File: src/rtl/ppi_sync.sv
// Clocked 8255-style parallel port: ports A/B (W bits) and C (8 bits), with mode 0,
// mode 1 strobed handshake and bit set/reset on port C.
module ppi_sync #(
  parameter int W           = 8,
  parameter int SYNC_STAGES = 2
) (
  input  logic         CLK,
  input  logic         RESET_,
  input  logic         CS_,
  input  logic         RD_,
  input  logic         WR_,
  input  logic [1:0]   A,
  input  logic [W-1:0] D_IN,
  output logic [W-1:0] D_OUT,
  output logic         D_OE,
  input  logic [W-1:0] PA_IN,
  output logic [W-1:0] PA_OUT,
  output logic [W-1:0] PA_OE,
  input  logic [W-1:0] PB_IN,
  output logic [W-1:0] PB_OUT,
  output logic [W-1:0] PB_OE,
  input  logic [7:0]   PC_IN,
  output logic [7:0]   PC_OUT,
  output logic [7:0]   PC_OE,
  output logic         INTRA,
  output logic         INTRB
);

  localparam int S = SYNC_STAGES;

  logic [7:0]   ctrl;
  logic [W-1:0] pa_lat, pb_lat;
  logic [7:0]   pc_lat;
  logic [W-1:0] d_out_q;
  logic         d_oe_q;
  logic         inte_a, inte_b, ibf_a, ibf_b, obf_a_n, obf_b_n, intr_a, intr_b;
  logic [S-1:0] sync_pc4, sync_pc6, sync_pc2;
  logic         prev_pc4, prev_pc6, prev_pc2;

  logic wr_cyc, rd_cyc, mode_set, bsr, bsr_val, bsr_hits_inte;
  logic [2:0] bsr_bit;
  logic mode_a1, a_in, pcu_in, mode_b1, b_in, pcl_in;
  logic wr_pa, wr_pb, wr_pc, rd_pa, rd_pb;
  logic fall4, rise4, fall6, rise6, fall2, rise2;
  logic stb_a_fall, stb_a_rise, ack_a_fall, ack_a_rise;
  logic stb_b_fall, stb_b_rise, ack_b_fall, ack_b_rise;
  logic [7:0] pc_oe, pc_drv, pc_rd, hs_mask, pc_wmask;
  logic [W-1:0] rd_data;

  assign wr_cyc = ~CS_ & ~WR_ & RD_;
  assign rd_cyc = ~CS_ & ~RD_ & WR_;

  // A mode-set word with a reserved group A mode (bit 6 set) is dropped entirely.
  assign mode_set = wr_cyc & (A == 2'd3) & D_IN[7] & ~D_IN[6];
  assign bsr      = wr_cyc & (A == 2'd3) & ~D_IN[7];
  assign bsr_bit  = D_IN[3:1];
  assign bsr_val  = D_IN[0];

  assign mode_a1 = (ctrl[6:5] == 2'b01);
  assign a_in    = ctrl[4];
  assign pcu_in  = ctrl[3];
  assign mode_b1 = ctrl[2];
  assign b_in    = ctrl[1];
  assign pcl_in  = ctrl[0];

  assign wr_pa = wr_cyc & (A == 2'd0);
  assign wr_pb = wr_cyc & (A == 2'd1);
  assign wr_pc = wr_cyc & (A == 2'd2);
  assign rd_pa = rd_cyc & (A == 2'd0);
  assign rd_pb = rd_cyc & (A == 2'd1);

  assign bsr_hits_inte = (mode_a1 &  a_in & (bsr_bit == 3'd4))
                       | (mode_a1 & ~a_in & (bsr_bit == 3'd6))
                       | (mode_b1 & (bsr_bit == 3'd2));

  assign fall4 =  prev_pc4 & ~sync_pc4[S-1];
  assign rise4 = ~prev_pc4 &  sync_pc4[S-1];
  assign fall6 =  prev_pc6 & ~sync_pc6[S-1];
  assign rise6 = ~prev_pc6 &  sync_pc6[S-1];
  assign fall2 =  prev_pc2 & ~sync_pc2[S-1];
  assign rise2 = ~prev_pc2 &  sync_pc2[S-1];

  assign stb_a_fall = mode_a1 &  a_in & fall4;
  assign stb_a_rise = mode_a1 &  a_in & rise4;
  assign ack_a_fall = mode_a1 & ~a_in & fall6;
  assign ack_a_rise = mode_a1 & ~a_in & rise6;
  assign stb_b_fall = mode_b1 &  b_in & fall2;
  assign stb_b_rise = mode_b1 &  b_in & rise2;
  assign ack_b_fall = mode_b1 & ~b_in & fall2;
  assign ack_b_rise = mode_b1 & ~b_in & rise2;

  // Port C: nibble defaults, then mode-1 handshake bits override direction and value.
  always_comb begin
    pc_oe   = {{4{~pcu_in}}, {4{~pcl_in}}};
    pc_drv  = pc_lat;
    hs_mask = '0;
    pc_rd   = (pc_lat & pc_oe) | (PC_IN & ~pc_oe);
    if (mode_a1) begin
      hs_mask[3] = 1'b1;
      pc_oe[3]   = 1'b1;
      pc_drv[3]  = intr_a;
      pc_rd[3]   = intr_a;
      if (a_in) begin
        hs_mask[5:4] = 2'b11;
        pc_oe[5:4]   = 2'b10;
        pc_drv[5]    = ibf_a;
        pc_rd[5]     = ibf_a;
        pc_rd[4]     = inte_a;
      end else begin
        hs_mask[7:6] = 2'b11;
        pc_oe[7:6]   = 2'b10;
        pc_drv[7]    = obf_a_n;
        pc_rd[7]     = obf_a_n;
        pc_rd[6]     = inte_a;
      end
    end
    if (mode_b1) begin
      hs_mask[2:0] = 3'b111;
      pc_oe[2:0]   = 3'b011;
      pc_drv[1]    = b_in ? ibf_b : obf_b_n;
      pc_rd[1]     = b_in ? ibf_b : obf_b_n;
      pc_drv[0]    = intr_b;
      pc_rd[0]     = intr_b;
      pc_rd[2]     = inte_b;
    end
    pc_wmask = pc_oe & ~hs_mask;
  end

  always_comb begin
    rd_data = '0;
    case (A)
      2'd0:    rd_data = (a_in & ~mode_a1) ? PA_IN : pa_lat;
      2'd1:    rd_data = (b_in & ~mode_b1) ? PB_IN : pb_lat;
      2'd2:    rd_data[7:0] = pc_rd;
      default: rd_data = '0;
    endcase
  end

  always_ff @(posedge CLK or negedge RESET_) begin
    if (!RESET_) begin
      sync_pc4 <= '1;
      sync_pc6 <= '1;
      sync_pc2 <= '1;
      prev_pc4 <= 1'b1;
      prev_pc6 <= 1'b1;
      prev_pc2 <= 1'b1;
    end else begin
      sync_pc4 <= {sync_pc4[S-2:0], PC_IN[4]};
      sync_pc6 <= {sync_pc6[S-2:0], PC_IN[6]};
      sync_pc2 <= {sync_pc2[S-2:0], PC_IN[2]};
      prev_pc4 <= sync_pc4[S-1];
      prev_pc6 <= sync_pc6[S-1];
      prev_pc2 <= sync_pc2[S-1];
    end
  end

  always_ff @(posedge CLK or negedge RESET_) begin
    if (!RESET_) begin
      ctrl    <= 8'h9B;
      d_out_q <= '0;
      d_oe_q  <= 1'b0;
      pc_lat  <= '0;
    end else begin
      d_oe_q  <= rd_cyc;
      d_out_q <= rd_cyc ? rd_data : '0;
      if (mode_set) begin
        ctrl   <= D_IN[7:0];
        pc_lat <= '0;
      end else if (wr_pc) begin
        pc_lat <= (pc_lat & ~pc_wmask) | (D_IN[7:0] & pc_wmask);
      end else if (bsr && !bsr_hits_inte) begin
        pc_lat[bsr_bit] <= bsr_val;
      end
    end
  end

  // Within each group, later statements win: a read clears INTR after a strobe rise,
  // a strobe capture sets IBF after a read, and a data write clears OBF_ after an ACK fall.
  always_ff @(posedge CLK or negedge RESET_) begin
    if (!RESET_) begin
      pa_lat  <= '0;
      inte_a  <= 1'b0;
      ibf_a   <= 1'b0;
      obf_a_n <= 1'b1;
      intr_a  <= 1'b0;
    end else if (mode_set) begin
      pa_lat  <= '0;
      inte_a  <= 1'b0;
      ibf_a   <= 1'b0;
      obf_a_n <= 1'b1;
      intr_a  <= 1'b0;
    end else begin
      if (mode_a1 && a_in) begin
        if (stb_a_rise && ibf_a && inte_a) intr_a <= 1'b1;
        if (rd_pa) begin
          intr_a <= 1'b0;
          ibf_a  <= 1'b0;
        end
        if (stb_a_fall) begin
          pa_lat <= PA_IN;
          ibf_a  <= 1'b1;
        end
      end else begin
        if (ack_a_fall) obf_a_n <= 1'b1;
        if (ack_a_rise && obf_a_n && inte_a) intr_a <= 1'b1;
        if (wr_pa && !a_in) begin
          pa_lat <= D_IN;
          if (mode_a1) begin
            obf_a_n <= 1'b0;
            intr_a  <= 1'b0;
          end
        end
      end
      if (bsr && mode_a1 && ((a_in && bsr_bit == 3'd4) || (!a_in && bsr_bit == 3'd6)))
        inte_a <= bsr_val;
    end
  end

  always_ff @(posedge CLK or negedge RESET_) begin
    if (!RESET_) begin
      pb_lat  <= '0;
      inte_b  <= 1'b0;
      ibf_b   <= 1'b0;
      obf_b_n <= 1'b1;
      intr_b  <= 1'b0;
    end else if (mode_set) begin
      pb_lat  <= '0;
      inte_b  <= 1'b0;
      ibf_b   <= 1'b0;
      obf_b_n <= 1'b1;
      intr_b  <= 1'b0;
    end else begin
      if (mode_b1 && b_in) begin
        if (stb_b_rise && ibf_b && inte_b) intr_b <= 1'b1;
        if (rd_pb) begin
          intr_b <= 1'b0;
          ibf_b  <= 1'b0;
        end
        if (stb_b_fall) begin
          pb_lat <= PB_IN;
          ibf_b  <= 1'b1;
        end
      end else begin
        if (ack_b_fall) obf_b_n <= 1'b1;
        if (ack_b_rise && obf_b_n && inte_b) intr_b <= 1'b1;
        if (wr_pb && !b_in) begin
          pb_lat <= D_IN;
          if (mode_b1) begin
            obf_b_n <= 1'b0;
            intr_b  <= 1'b0;
          end
        end
      end
      if (bsr && mode_b1 && bsr_bit == 3'd2) inte_b <= bsr_val;
    end
  end

  assign D_OUT  = d_out_q;
  assign D_OE   = d_oe_q;
  assign PA_OUT = pa_lat;
  assign PB_OUT = pb_lat;
  assign PA_OE  = {W{~a_in}};
  assign PB_OE  = {W{~b_in}};
  assign PC_OUT = pc_drv;
  assign PC_OE  = pc_oe;
  assign INTRA  = intr_a;
  assign INTRB  = intr_b;

endmodule

File: config.mk
export PLATFORM = sky130hd
export DESIGN_NAME = ppi_sync
export DESIGN_NICKNAME = d
export VERILOG_FILES = /design/src/rtl/ppi_sync.sv
export SDC_FILE = /design/constraint.sdc
export NUM_CORES = 1
export LEC_CHECK = 0
export CORE_MARGIN = 5
export CORE_UTILIZATION = 44
export DETAILED_ROUTE_END_ITERATION = 8
export GPL_ROUTABILITY_DRIVEN = 0
export PLACE_DENSITY = 0.77
export SYNTH_ARGS = -nofsm -noshare
export SYNTH_HDL_FRONTEND = slang
export SYNTH_SLANG_ARGS = --single-unit
File: constraint.sdc
create_clock -name CLK -period 2 [get_ports CLK]
set_clock_uncertainty 0.2 [all_clocks]
set_input_delay 0.5 -clock CLK [delete_from_list [all_inputs] [get_ports CLK]]
set_output_delay 0.5 -clock CLK [all_outputs]
set_load 0.02 [all_outputs]
# After elaboration in Yosys (flattened, before gate mapping)
# Cells that the tools add are included.
dict set report word_totals {
  reg_bits 57
  input_bits 39
  out_inout_bits 59
  elab_cells 211
}
dict set report op_classes {
  n_lt_le_gt_ge 2
  eq_ne 13
  muxes 73
  n_bitwise 65
  reduce_logical 38
}
# op n
set op_table {}
lappend op_table {{$mux 8} 14}
lappend op_table {{$mux 1} 43}
lappend op_table {{$and 8x8->8} 5}
lappend op_table {{$and 1x1->1} 36}
lappend op_table {{$not 8->8} 3}
lappend op_table {{$pmux 8 s3} 1}
lappend op_table {{$logic_and 1x1->1} 20}
lappend op_table {{$not 1->1} 17}
lappend op_table {{$or 8x8->8} 2}
lappend op_table {{$mux 5} 3}
lappend op_table {{$reduce_bool 3->1} 5}
lappend op_table {{$mux 2} 7}
lappend op_table {{$mux 3} 3}
lappend op_table {{$bwmux 8} 1}
lappend op_table {{$ne 4x3->1 const B} 2}
lappend op_table {{$reduce_and 2->1} 4}
lappend op_table {{$reduce_bool 2->1} 4}
lappend op_table {{$eq 3x3->1 const B} 2}
lappend op_table {{$ne 3x3->1 const B} 2}
lappend op_table {{$eq 2x1->1 const B} 2}
lappend op_table {{$eq 2x2->1 const B} 2}
lappend op_table {{$lt 3x4->1 const B} 1}
lappend op_table {{$ne 2x2->1 const B} 2}
lappend op_table {{$demux 1 s3} 1}
lappend op_table {{other kinds (6)} 9}

# Logic depth before layout (Yosys ltp)
# Gate-level depths: netlist (run 1).
dict set report depth {
  depth_word 10
  ltp_mapped 7
  ltp_nobuf 4
}

# Worst setup path after synthesis (run 1)
# OpenSTA, ideal clock, no wires.
dict set report synth_path {
  path_kind {register to output}
  from {register ctrl[4]}
  to {output port PC_OUT[5]}
  t_arrival_ps 1465
  required_ps 1300
  slack_ps -165
  path_stages_with_launch 7
  n_path_buf 3
  path_cell_list {dfstp_2 > buf_2 > and3b_1 > clkbuf_1 > buf_2 > nand2_1 > nand2_1}
}
dict set report synth_between {
  elab_chain_len 2
}
# item line_no
set synth_lines {}
lappend synth_lines {{start: declaration} 31} ;# logic [7:0] ctrl;
lappend synth_lines {{start signal: assignment} 167} ;# ctrl <= D_IN[7:0];
lappend synth_lines {{$mux 1} 103} ;# if (a_in) begin
lappend synth_lines {{$mux 1} 98} ;# if (mode_a1) begin
lappend synth_lines {{end: declaration} 23} ;# output logic [7:0] PC_OUT,
# Every way passes these cells.

# Final worst setup path (run 1)
dict set report layout_path {
  from {register ctrl[5]}
  to {output port PC_OUT[7]}
}
dict set report layout_between {
  elab_chain_len 2
}
# item line_no
set layout_lines {}
lappend layout_lines {{$eq 2x1->1} 59} ;# assign mode_a1 = (ctrl[6:5] == 2'b01);
lappend layout_lines {{$mux 1} 98}
# Every way passes these cells.

==> metrics.log, run 1 <==
INFO  metric status = finished, violations left
INFO  metric violations = setup timing
INFO  metric worst_ep_required_time = between 1 and 1.5 ns
INFO  metric floorplan.die_area = 10,200 um2
INFO  metric floorplan.rows = 33
INFO  metric internal_pwr_total = roughly 3.4 mW
INFO  metric setup.reg_to_reg.worst_slack = -0.07 ns
INFO  metric power.share.switching = 0.382
INFO  metric drt_pass1_iterations = 5
INFO  metric core = around 8000 um2
INFO  metric area.sequential = about 1400 um2
INFO  metric finalSetupViolations = 36
INFO  metric clock_pin_transition_on_the_worst_setup_and_hold_timing_paths = 0.07 ns
INFO  metric timing.rr.start = ctrl[4]
INFO  metric synth_cells = between 400 and 500
INFO  metric first_global_vias = 4,249
INFO  metric vias_per_cell = 6.16
INFO  metric die_x = ~100 um
INFO  metric ctsHtreeMaxLevel = 3
INFO  metric finalHoldViolations = 0
INFO  metric ys.warnings.count = 0
INFO  metric mappedNetlistArea = ~3600 um2
INFO  metric edff_count_synth = 0
INFO  metric synth_cell_type_count = 60
INFO  metric synth_area_per_cell = roughly 8.9 um2
INFO  metric leakagePower = roughly 2.7 nW
INFO  metric clk-insertion-delay-late = about 0.35 ns
INFO  metric clockRootBuffer = sky130_fd_sc_hd__clkbuf_8
INFO  metric arrival = ~1.5 ns
INFO  metric worst_slew_margin_rel = 0.684
INFO  metric power.density_cell_area = roughly 960 nW/um2
INFO  metric main_combinational_cell_family_by_area_after_synthesis = simple AND/OR/NAND/NOR gates
INFO  metric place.port_buffers = a little under 100
INFO  metric timing.critical_path.slowest_stage_cell = sky130_fd_sc_hd__dfrtp_2
INFO  metric yosys_register_bits = 57
INFO  metric post-route-period-util = 1.12
INFO  metric r2r_end = PA_OUT[4]
INFO  metric rsz0062_at_grt = true
INFO  metric synth_nets = about 450
INFO  metric die-height = between 100 and 150 um
INFO  metric netlist.top_cell.by_area = sky130_fd_sc_hd__dfrtp_1
INFO  metric hold_end = sync_pc6[1]
INFO  metric synthArstFlopShare = 1.00
INFO  metric detail_route.iter0.violations = 407
INFO  metric gr-usage-all-layers = 0.270
INFO  metric max-cap-violations = 0
INFO  metric achievable-frequency = about 450 MHz
INFO  metric largest_cells_by_area_after_synthesis = sky130_fd_sc_hd__dfrtp_1 29%, sky130_fd_sc_hd__dfstp_2 11%, sky130_fd_sc_hd__nand2_1 6.7%, sky130_fd_sc_hd__mux2_2 5.9%, sky130_fd_sc_hd__a21oi_1 4.1%
INFO  metric ys_seq_area_frac = 0.398
INFO  metric route.detailed.drc = 0
INFO  metric final-instance-count-excl-fill = a little under 700
INFO  metric n_antenna_cell = 0
INFO  metric drtAntennaViolNets = 0
INFO  metric dp_cells = about 650
INFO  metric vdd_drop_max = 613 uV
INFO  metric initial_utilization = 0.446
INFO  metric hpwlAfterDp = about 9.4 mm
INFO  metric cells_traversed_along_the_worst_timing_path = nor3b_4 -> mux2_4 -> buf_6
INFO  metric grt_overflow_total = 0
INFO  metric synth-compound-area-share = 0.201
INFO  metric setup_tns = -2.86 ns
INFO  metric hold-path-cell-count = 0
INFO  metric clock_buffer_count_from_cts = 9
INFO  metric grt_pass1_wl = 21.3 mm
INFO  metric synth_xor_area_frac = 0.00241
INFO  metric power.clock.fraction = 0.218
INFO  metric dp_slack = -0.505 ns
INFO  metric fraction_of_post_synthesis_cell_area_in_the_top_cell_type_by_area = 0.290
INFO  metric p_switching = 2.10 mW
INFO  metric area_growth = 57.6%
INFO  metric final_net_count = between 600 and 700
INFO  metric detail_route.wl_per_cell = around 21 um
INFO  metric post_route_cells_drive_above_1_share = 0.398
INFO  metric filler_cell_count = 566
INFO  metric seqPwrFrac = 0.307
INFO  metric final_max_slew_viol_count = 0
INFO  metric floorplan.io_pins = 98
INFO  metric clkSinkCount = 57
INFO  metric hp-class = reg2reg
INFO  metric timing.setup.critical_path_class = reg2out
INFO  metric post_synth_mux_area_share = 0.0979
INFO  metric worst-slew-pin-transition = roughly 0.47 ns
INFO  metric cts_max_path_buffers = 2
INFO  metric drt-total-wl = approximately 14 mm
INFO  metric utilization_after_layout = 0.703
INFO  metric crit_path_max_incr_delay = around 0.43 ns
INFO  metric cts_tree = yes
INFO  metric worst_setup_path_start_kind = flip-flop
INFO  metric worstSetupEndpointType = primary output
INFO  metric synth_flop_cell = sky130_fd_sc_hd__dfrtp_1
INFO  metric post_synth_and_or_nand_nor_area_fraction = 0.212
INFO  metric period_needed = about 2.2 ns
INFO  metric hold_sp = sync_pc6[0]
INFO  metric multiInputGateArea = 2030 um2
INFO  metric combinationalPowerShare = 0.476
INFO  metric grt_start_max_net_pins = between 50 and 60
INFO  metric vias = around 4,200
INFO  metric grt_antenna_before_repair = 0
INFO  metric path_max_fanout = 6
INFO  metric whs = 0.149 ns
INFO  metric ff2ff_path_depth = 5
INFO  metric synth-adder-area-share = 0
INFO  metric finalWorstSetupSlack = -0.242 ns
-- area by class of cell --
type	instances	share of cell area
multi-input combinational	291	0.356
sequential	57	0.253
tap	105	0.0230
clock inverter	2	0.00613
inverter	9	0.00722
timing repair buffer	203	0.320
timing repair inverter	2	0.00263
clock buffer	14	0.0319
-- Yosys cell counts, types with 3 or more instances --
library cell / number
sky130_fd_sc_hd__o22ai_1: 7
sky130_fd_sc_hd__a32o_1: 7
sky130_fd_sc_hd__o31ai_1: 5
sky130_fd_sc_hd__nand2_1: 65
sky130_fd_sc_hd__inv_1: 9
sky130_fd_sc_hd__a21oi_1: 30
sky130_fd_sc_hd__nor2_1: 14
sky130_fd_sc_hd__a221oi_1: 3
sky130_fd_sc_hd__dfstp_2: 15
sky130_fd_sc_hd__buf_2: 14
sky130_fd_sc_hd__and3b_1: 3
sky130_fd_sc_hd__nor3_1: 7
sky130_fd_sc_hd__dfrtp_1: 42
sky130_fd_sc_hd__clkbuf_1: 13
sky130_fd_sc_hd__a31oi_1: 15
sky130_fd_sc_hd__nand3_1: 17
sky130_fd_sc_hd__nor2b_1: 5
sky130_fd_sc_hd__o21a_1: 5
sky130_fd_sc_hd__mux2i_1: 13
sky130_fd_sc_hd__a211oi_1: 5
sky130_fd_sc_hd__buf_4: 19
sky130_fd_sc_hd__o21ai_0: 25
sky130_fd_sc_hd__nand2b_1: 3
sky130_fd_sc_hd__mux2_2: 19
-- stage by stage --
| step | area, um2 | total power, mW |
|---|---|---|
| detailed placement | 5120 | 4.09 |
| global placement | 5120 | 4.04 |
| floorplan | 3640 | 2.95 |
| global route | 5720 | 5.73 |
| finish | 5720 | 5.49 |
| CTS | 5440 | 5.25 |
-- worst max path at each step --
stage | depth (start not counted) | end | slack (ns) | startpoint
2_1_floorplan | 6 | PC_OUT[5] | -0.01 | ctrl[4]
3_3_place_gp | 6 | PA_OUT[5] | -0.51 | A[1]
3_5_place_dp | 5 | PB_OUT[5] | -0.51 | CS_
4_1_cts | 3 | PC_OUT[7] | -0.23 | ctrl[6]
5_1_grt | 3 | PC_OUT[7] | -0.28 | ctrl[6]
6_report | 3 | PC_OUT[7] | -0.24 | ctrl[5]
-- timing repair --
action	CTS	global route
cloned	1	2
pin swaps	9	6
endpoints found under the hold margin	42	0
endpoints found under the setup margin	79	49
buffers inserted	8	13
hold buffers	1	0
resized for setup	194	64
-- per-layer routing --
metal	share of wire	global-route usage
met1	0.37	0.333
met2	0.47	0.443
met3	0.11	0.0464
met4	0.052	0.160
met5	0	0
-- flip-flops by register name, indices dropped and copies added, names as in the netlist --
signal	flops
D_OE	1
D_OUT	8
INTRA	1
INTRB	1
PA_OUT	8
PB_OUT	8
ctrl	7
ibf_a	1
ibf_b	1
inte_a	1
inte_b	1
obf_a_n	1
obf_b_n	1
pc_lat	8
prev_pc2	1
prev_pc4	1
prev_pc6	1
sync_pc2	2
sync_pc4	2
sync_pc6	2
-- critical path, delay by kind of cell (launching register included) --
kind | cells | cell delay [ns]
buffers and inverters | 1 | 0.13
multiplexers | 1 | 0.34
AND/OR/NAND/NOR | 1 | 0.29
flip-flops | 1 | 0.43
-- placed cells by master (no fill, tap or decap), types with 6 or more instances in the layout --
cell type                         count
sky130_fd_sc_hd__a31oi_1             15
sky130_fd_sc_hd__nand3_1             16
sky130_fd_sc_hd__o22ai_1              7
sky130_fd_sc_hd__mux2_2              11
sky130_fd_sc_hd__inv_1                7
sky130_fd_sc_hd__dfrtp_1             39
sky130_fd_sc_hd__buf_6               32
sky130_fd_sc_hd__mux2i_1             13
sky130_fd_sc_hd__clkdlybuf4s50_1     34
sky130_fd_sc_hd__dfstp_2             15
sky130_fd_sc_hd__buf_2                6
sky130_fd_sc_hd__a32o_1               7
sky130_fd_sc_hd__a21oi_1             30
sky130_fd_sc_hd__nor3_1               6
sky130_fd_sc_hd__clkbuf_8            13
sky130_fd_sc_hd__nor2_1              10
sky130_fd_sc_hd__dlygate4sd2_1       26
sky130_fd_sc_hd__nand2_1             60
sky130_fd_sc_hd__buf_4               93
sky130_fd_sc_hd__mux2_4               9
sky130_fd_sc_hd__o21ai_0             23
-- power by group through the flow --
| stage | registers [mW] | clock network [mW] | logic (mW) |
|---|---|---|---|
| finish | 1.68 | 1.19 | 2.61 |
| floorplan | 1.82 | 0 | 1.14 |
| detailed placement | 1.69 | 0 | 2.40 |
| global placement | 1.68 | 0 | 2.36 |
| CTS | 1.67 | 1.20 | 2.38 |
| global route | 1.72 | 1.25 | 2.76 |
-- kinds of logic (layout without fill, tap and decap cells) --
logic type | count (synthesis) | after routing
multiplexers | 33 | 33
AND/OR/NAND/NOR | 143 | 143
flip-flops | 57 | 57
AO/OA/AOI/OAI | 114 | 114
buffers and inverters | 59 | 230
XOR/XNOR | 1 | 1
(Power assumes the default switching activity.)
==> run 2, diff against run 1 <==
GPL_TIMING_DRIVEN = 0   (was default)
==> metrics.log, run 2 (same netlist as run 1, synthesis figures left out) <==
INFO  metric status = finished, violations left
INFO  metric violations = setup timing
INFO  metric post_route_cells_drive_above_1_share = 0.391 (-0.00724)
INFO  metric crit_path_max_incr_delay = 0.40 ns (-0.03 ns)
INFO  metric hp-class = reg2reg
INFO  metric critical-path-top-delay-family = flip-flops
INFO  metric achievable-frequency = 434 MHz (-2.7%)
INFO  metric most-common-layout-cells = 59 x sky130_fd_sc_hd__buf_4, 56 x sky130_fd_sc_hd__nand2_1, 40 x sky130_fd_sc_hd__buf_6
INFO  metric timing.setup.critical_path_class = reg2out
INFO  metric ctsHtreeMaxLevel = 3 (unchanged)
INFO  metric grt_antenna_before_repair = 0 (unchanged)
INFO  metric worst-slew-pin-transition = 0.738 ns (+0.265 ns)
INFO  metric drt_pass1_iterations = 7 (+2)
INFO  metric met1Wirelength = 5.27 mm (-0.30%)
INFO  metric grt_pass1_wl = 22.0 mm (+3.4%)
INFO  metric timing.critical_path.buf_inv = 2 (+1)
INFO  metric path_max_fanout = 4 (-2)
INFO  metric worst_setup_path_start_kind = flip-flop
INFO  metric floorplan.io_pins = 98 (unchanged)
INFO  metric grt_overflow_total = 0 (unchanged)
INFO  metric route.detailed.drc = 0 (unchanged)
INFO  metric hold_sp = sync_pc6[0]
INFO  metric most_frequent_standard_cell_in_the_layout_excluding_fill_and_tap_cells = sky130_fd_sc_hd__buf_4
INFO  metric clockRootBuffer = sky130_fd_sc_hd__clkbuf_8
INFO  metric period_needed = 2.30 ns (+0.0620 ns)
INFO  metric drtAntennaViolNets = 0 (unchanged)
INFO  metric detail_route.iter0.violations = 699 (+72%)
INFO  metric gr-usage-all-layers = 0.284 (+0.0133)
INFO  metric critPathLaunch = ctrl[4]
INFO  metric floorplan.rows = 33 (unchanged)
INFO  metric setup_tns = -6.13 ns (-3.26 ns)
INFO  metric clock_buffer_count_from_cts = 9 (unchanged)
INFO  metric area_growth = 53.8%
INFO  metric cts_max_path_buffers = 2 (unchanged)
INFO  metric whs = 0.149 ns (-0.000792 ns)
INFO  metric core = 8130 um2 (unchanged)
INFO  metric design_power = 5.44 mW (-0.84%)
INFO  metric leakagePower = 2.57 nW (-3.5%)
INFO  metric finalSetupViolations = 33 (-8.3%)
INFO  metric vias = 4,315 (+2.5%)
INFO  metric place.port_buffers = 95 (-2.1%)
INFO  metric cells_traversed_along_the_worst_timing_path = buf_6 -> nor3b_4 -> mux2_4 -> buf_6
INFO  metric timing.critical_path.slowest_stage_cell = sky130_fd_sc_hd__dfstp_2
INFO  metric detail_route.wl_per_cell = 22.9 um (+9.1%)
INFO  metric grt_start_max_net_pins = 31 (-47%)
INFO  metric worst_slew_margin_rel = 0.508 (-0.176)
INFO  metric first_global_vias = 4,206 (-1.0%)
INFO  metric final_max_slew_viol_count = 0 (unchanged)
INFO  metric arrival = 1.60 ns (+0.06 ns)
INFO  metric floorplan.die_area = 10,200 um2 (unchanged)
INFO  metric n_antenna_cell = 0 (unchanged)
INFO  metric clock_pin_transition_on_the_worst_setup_and_hold_timing_paths = 0.07 ns (about the same)
INFO  metric die-height = 101 um (unchanged)
INFO  metric dp_cells = 608 (-5.7%)
INFO  metric max-cap-violations = 0 (unchanged)
INFO  metric die_x = 101 um (unchanged)
INFO  metric drt-total-wl = 15.2 mm (+5.9%)
INFO  metric utilization_after_layout = 0.686 (-0.0168)
INFO  metric vias_per_cell = 6.51 (+5.6%)
INFO  metric clkSinkCount = 57 (unchanged)
INFO  metric final-instance-count-excl-fill = 663 (-2.9%)
INFO  metric finalWorstSetupSlack = -0.304 ns (-0.0620 ns)
INFO  metric clk-insertion-delay-late = 0.36 ns (about the same)
INFO  metric hpwlAfterDp = 9.22 mm (-1.8%)
INFO  metric timing.rr.start = ctrl[4]
INFO  metric worst_ep_required_time = 1.30 ns (about the same)
INFO  metric initial_utilization = 0.446 (unchanged)
INFO  metric dr.max_layer_used = met4
INFO  metric rsz0062_at_grt = true
INFO  metric cts_tree = yes
INFO  metric met2RoutedLength = 6.71 mm (-0.10%)
INFO  metric post-route-period-util = 1.15 (+0.0310)
INFO  metric cpMostUsedCell = sky130_fd_sc_hd__buf_6
INFO  metric power.density_cell_area = 975 nW/um2 (+1.6%)
INFO  metric worstSetupEndpointType = primary output
INFO  metric finalHoldViolations = 0 (unchanged)
INFO  metric final_net_count = 592 (-3.3%)
INFO  metric met3RoutedLength = 2.02 mm (+28%)
INFO  metric vdd_drop_max = 633 uV (+3.4%)
==> run 2: final cells by class <==
| type | instances | area [um2] |
|---|---|---|
| clock buffer | 9 | 124 |
| clock inverter | 7 | 71.3 |
| fill | 597 | 2550 |
| inverter | 9 | 40.0 |
| multi-input combinational | 291 | 2060 |
| timing repair buffer | 141 | 1290 |
| buffer | 44 | 418 |
| tap | 105 | 131 |
| sequential | 57 | 1450 |
==> run 2: routing by layer <==
layer / GRT usage / vias to the layer above
li1: - / 1759
met2: 0.428 / 429
met4: 0.187 / 0
met5: 0 / -
met3: 0.0616 / 131
met1: 0.364 / 1996
==> run 2: report_power, final <==
group / internal, mW / leakage (nW) / switching (mW)
clock: 0.571 / 0.0912 / 0.525
combinational: 1.25 / 1.80 / 1.39
sequential: 1.43 / 0.683 / 0.268
==> run 2: timing repair <==
item,in CTS,in global routing
pin swaps,8,10
buffers inserted,32,13
endpoints found under the hold margin,22,0
hold buffers,1,0
endpoints found under the setup margin,98,64
gates resized for setup,272,47
==> run 2: per-stage QoR <==
stage               setup slack [ns]  area, um2
finish                        -0.304       5580
global route                  -0.311       5580
CTS                           -0.261       5430
detailed placement            -0.836       4740
global placement               -1.54       4720
floorplan                    -0.0128       3640
==> run 2: worst paths after layout <==
check | end | slack, ns | depth (start not counted)
worst max-delay path | PC_OUT[7] | -0.30 | 4
max in group asynchronous | sync_pc6[0] | 0.41 | 3
worst min-delay path | sync_pc6[1] | 0.15 | 0
worst max register to register | PA_OUT[5] | -0.24 | 6
worst min register to register | sync_pc6[1] | 0.15 | 0
min in group asynchronous | PA_OUT[5] | 0.51 | 2
==> run 3, diff against run 2 <==
==> constraint.sdc (replaced) <==
create_clock -name CLK -period 2 [get_ports CLK]
set_clock_uncertainty 0.2 [all_clocks]
set_input_delay 0.3 -clock CLK [delete_from_list [all_inputs] [get_ports CLK]]
set_output_delay 0.3 -clock CLK [all_outputs]
set_load 0.02 [all_outputs]
==> metrics.log, run 3 (same netlist as run 1, synthesis figures left out) <==
INFO  metric status = finished, violations left
INFO  metric violations = DRC, setup timing
INFO  metric drtAntennaViolNets = 0 (unchanged)
INFO  metric power.density_cell_area = 1060 nW/um2 (+9.0%)
INFO  metric final_max_slew_viol_count = 0 (unchanged)
INFO  metric initial_utilization = 0.446 (unchanged)
INFO  metric n_antenna_cell = 0 (unchanged)
INFO  metric finalSetupViolations = 13 (-61%)
INFO  metric place.port_buffers = 95 (unchanged)
INFO  metric most_frequent_standard_cell_in_the_layout_excluding_fill_and_tap_cells = sky130_fd_sc_hd__nand2_1
INFO  metric vdd_drop_max = 679 uV (+7.2%)
INFO  metric vias_per_cell = 6.37 (-2.1%)
INFO  metric die-height = 101 um (unchanged)
INFO  metric post_dp_cell_area = 4730 um2 (-0.13%)
INFO  metric post-route-period-util = 1.08 (-0.0733)
INFO  metric grt_pass1_wl = 21.7 mm (-1.3%)
INFO  metric final_area = 5410 um2 (-3.1%)
INFO  metric worst_ep_required_time = 2.04 ns (+0.74 ns)
INFO  metric arrival = 2.19 ns (+0.59 ns)
INFO  metric period_needed = 2.16 ns (-0.147 ns)
INFO  metric timing.rr.start = ctrl[4]
INFO  metric hp-class = in2reg
INFO  metric floorplan.io_pins = 98 (unchanged)
INFO  metric floorplan.die_area = 10,200 um2 (unchanged)
INFO  metric finalHoldViolations = 0 (unchanged)
INFO  metric detail_route.wl_per_cell = 21.7 um (-5.0%)
INFO  metric critPathLaunch = ctrl[4]
INFO  metric leakagePower = 2.42 nW (-5.8%)
INFO  metric drt-total-wl = 14.2 mm (-6.7%)
INFO  metric most-common-layout-cells = 59 x sky130_fd_sc_hd__nand2_1, 58 x sky130_fd_sc_hd__clkdlybuf4s50_1, 50 x sky130_fd_sc_hd__buf_4
INFO  metric ctsHtreeMaxLevel = 3 (unchanged)
INFO  metric detail_route.iter0.violations = 549 (-21%)
INFO  metric first_global_vias = 4,168 (-0.90%)
INFO  metric hpwlAfterDp = 9.24 mm (+0.19%)
INFO  metric timing.setup.critical_path_class = reg2reg
INFO  metric route.detailed.drc = 1 (+1)
INFO  metric achievable-frequency = 464 MHz (+6.8%)
INFO  metric hold_sp = D_IN[7]
INFO  metric core = 8130 um2 (unchanged)
INFO  metric grt_start_max_net_pins = 30 (-3.2%)
INFO  metric max-cap-violations = 0 (unchanged)
INFO  metric finalWorstSetupSlack = -0.157 ns (+0.147 ns)
INFO  metric multiInputGateArea = 2030 um2 (-1.6%)
INFO  metric worstSetupEndpointType = flip-flop
INFO  metric vias = 4,150 (-3.8%)
INFO  metric grt_antenna_before_repair = 0 (unchanged)
INFO  metric worst_setup_path_start_kind = flip-flop
INFO  metric clock_pin_transition_on_the_worst_setup_and_hold_timing_paths = 0.07 ns (about the same)
INFO  metric area_growth = 49.1%
INFO  metric cts_max_path_buffers = 2 (unchanged)
INFO  metric floorplan.rows = 33 (unchanged)
INFO  metric die_x = 101 um (unchanged)
INFO  metric setup.reg_to_reg.worst_slack = -0.16 ns (+0.08 ns)
INFO  metric clockRootBuffer = sky130_fd_sc_hd__clkbuf_8
INFO  metric drt_pass1_iterations = 9 (+2)
INFO  metric area.sequential = 1450 um2 (unchanged)
INFO  metric worst-slew-pin-transition = 0.692 ns (-0.0462 ns)
INFO  metric worst_slew_margin_rel = 0.539 (+0.0308)
INFO  metric gr-usage-all-layers = 0.277 (-0.00649)
INFO  metric final_net_count = 580 (-2.0%)
INFO  metric cts_tree = yes
INFO  metric clock_buffer_count_from_cts = 9 (unchanged)
INFO  metric post_route_cells_drive_above_1_share = 0.350 (-0.0409)
INFO  metric filler_cell_count = 609 (+2.0%)
INFO  metric design_power = 5.75 mW (+5.7%)
INFO  metric clkSinkCount = 57 (unchanged)
INFO  metric path_max_fanout = 8 (+4)
INFO  metric clk-insertion-delay-late = 0.35 ns (about the same)
INFO  metric grt_overflow_total = 0 (unchanged)
INFO  metric rsz0062_at_grt = true
run 3: area by class of cell:
class	instances	share of cell area
Clock buffer	12	0.0305
Clock inverter	4	0.0180
Inverter	9	0.00740
Sequential cell	57	0.268
Timing Repair Buffer	131	0.215
Multi-Input combinational cell	291	0.375
Buffer	42	0.0622
Tap cell	105	0.0243
run 3: worst max-delay path, stage by stage, from the launching register on:
cell and delay (ns):
sky130_fd_sc_hd__dfstp_2 0.59, sky130_fd_sc_hd__nand3b_1 0.16, sky130_fd_sc_hd__buf_6 0.16, sky130_fd_sc_hd__or3_4 0.40
sky130_fd_sc_hd__nand3_4 0.20, sky130_fd_sc_hd__mux2_4 0.33
run 3: worst paths after layout:
path                          endpoint  cells past startpoint
max                          PA_OUT[0]                      5
max in group asynchronous  sync_pc2[0]                      3
min in group asynchronous     D_OUT[5]                      2
min                          pc_lat[7]                      3
min reg2reg                sync_pc2[1]                      0
max reg2reg                  PA_OUT[0]                      5
run 3: through the flow:
| step | std cells | util | hold slack, ns | worst slack [ns] | setup TNS [ns] |
|---|---|---|---|---|---|
| 6_report | 651 | 0.665 | 0.133 | -0.157 | -1.41 |
| 5_1_grt | 651 | 0.665 | 0.140 | -0.173 | -2.26 |
| 4_1_cts | 642 | 0.647 | 0.117 | -0.0965 | -0.850 |
| 3_5_place_dp | 608 | 0.582 | 0.147 | -0.726 | -31.93 |
| 3_3_place_gp | 607 | 0.580 | 0.146 | -1.33 | -96.92 |
| 2_1_floorplan | 407 | - | -0.196 | 0.00331 | 0 |
run 3: routing by layer:
metal / global-route usage / up-vias / wire length (um) / part of all wire
met5: 0 / - / 0 / 0
met4: 0.145 / 0 / 761 / 0.054
met3: 0.0837 / 85 / 1650 / 0.12
met2: 0.430 / 355 / 6450 / 0.46
met1: 0.347 / 1977 / 5300 / 0.37
li1: - / 1733 / - / -
run 3: where the power goes:
group / total (mW) / internal (mW) / switching (mW)
clock: 1.44 / 0.930 / 0.506
sequential: 1.70 / 1.43 / 0.262
combinational: 2.62 / 1.29 / 1.33
run 3: timing repair:
action,in CTS,in global routing
pin swaps,4,7
buffers inserted,21,13
hold buffers,1,0
hold endpoints to repair,18,0
setup endpoints to repair,76,49
gates resized for setup,181,39
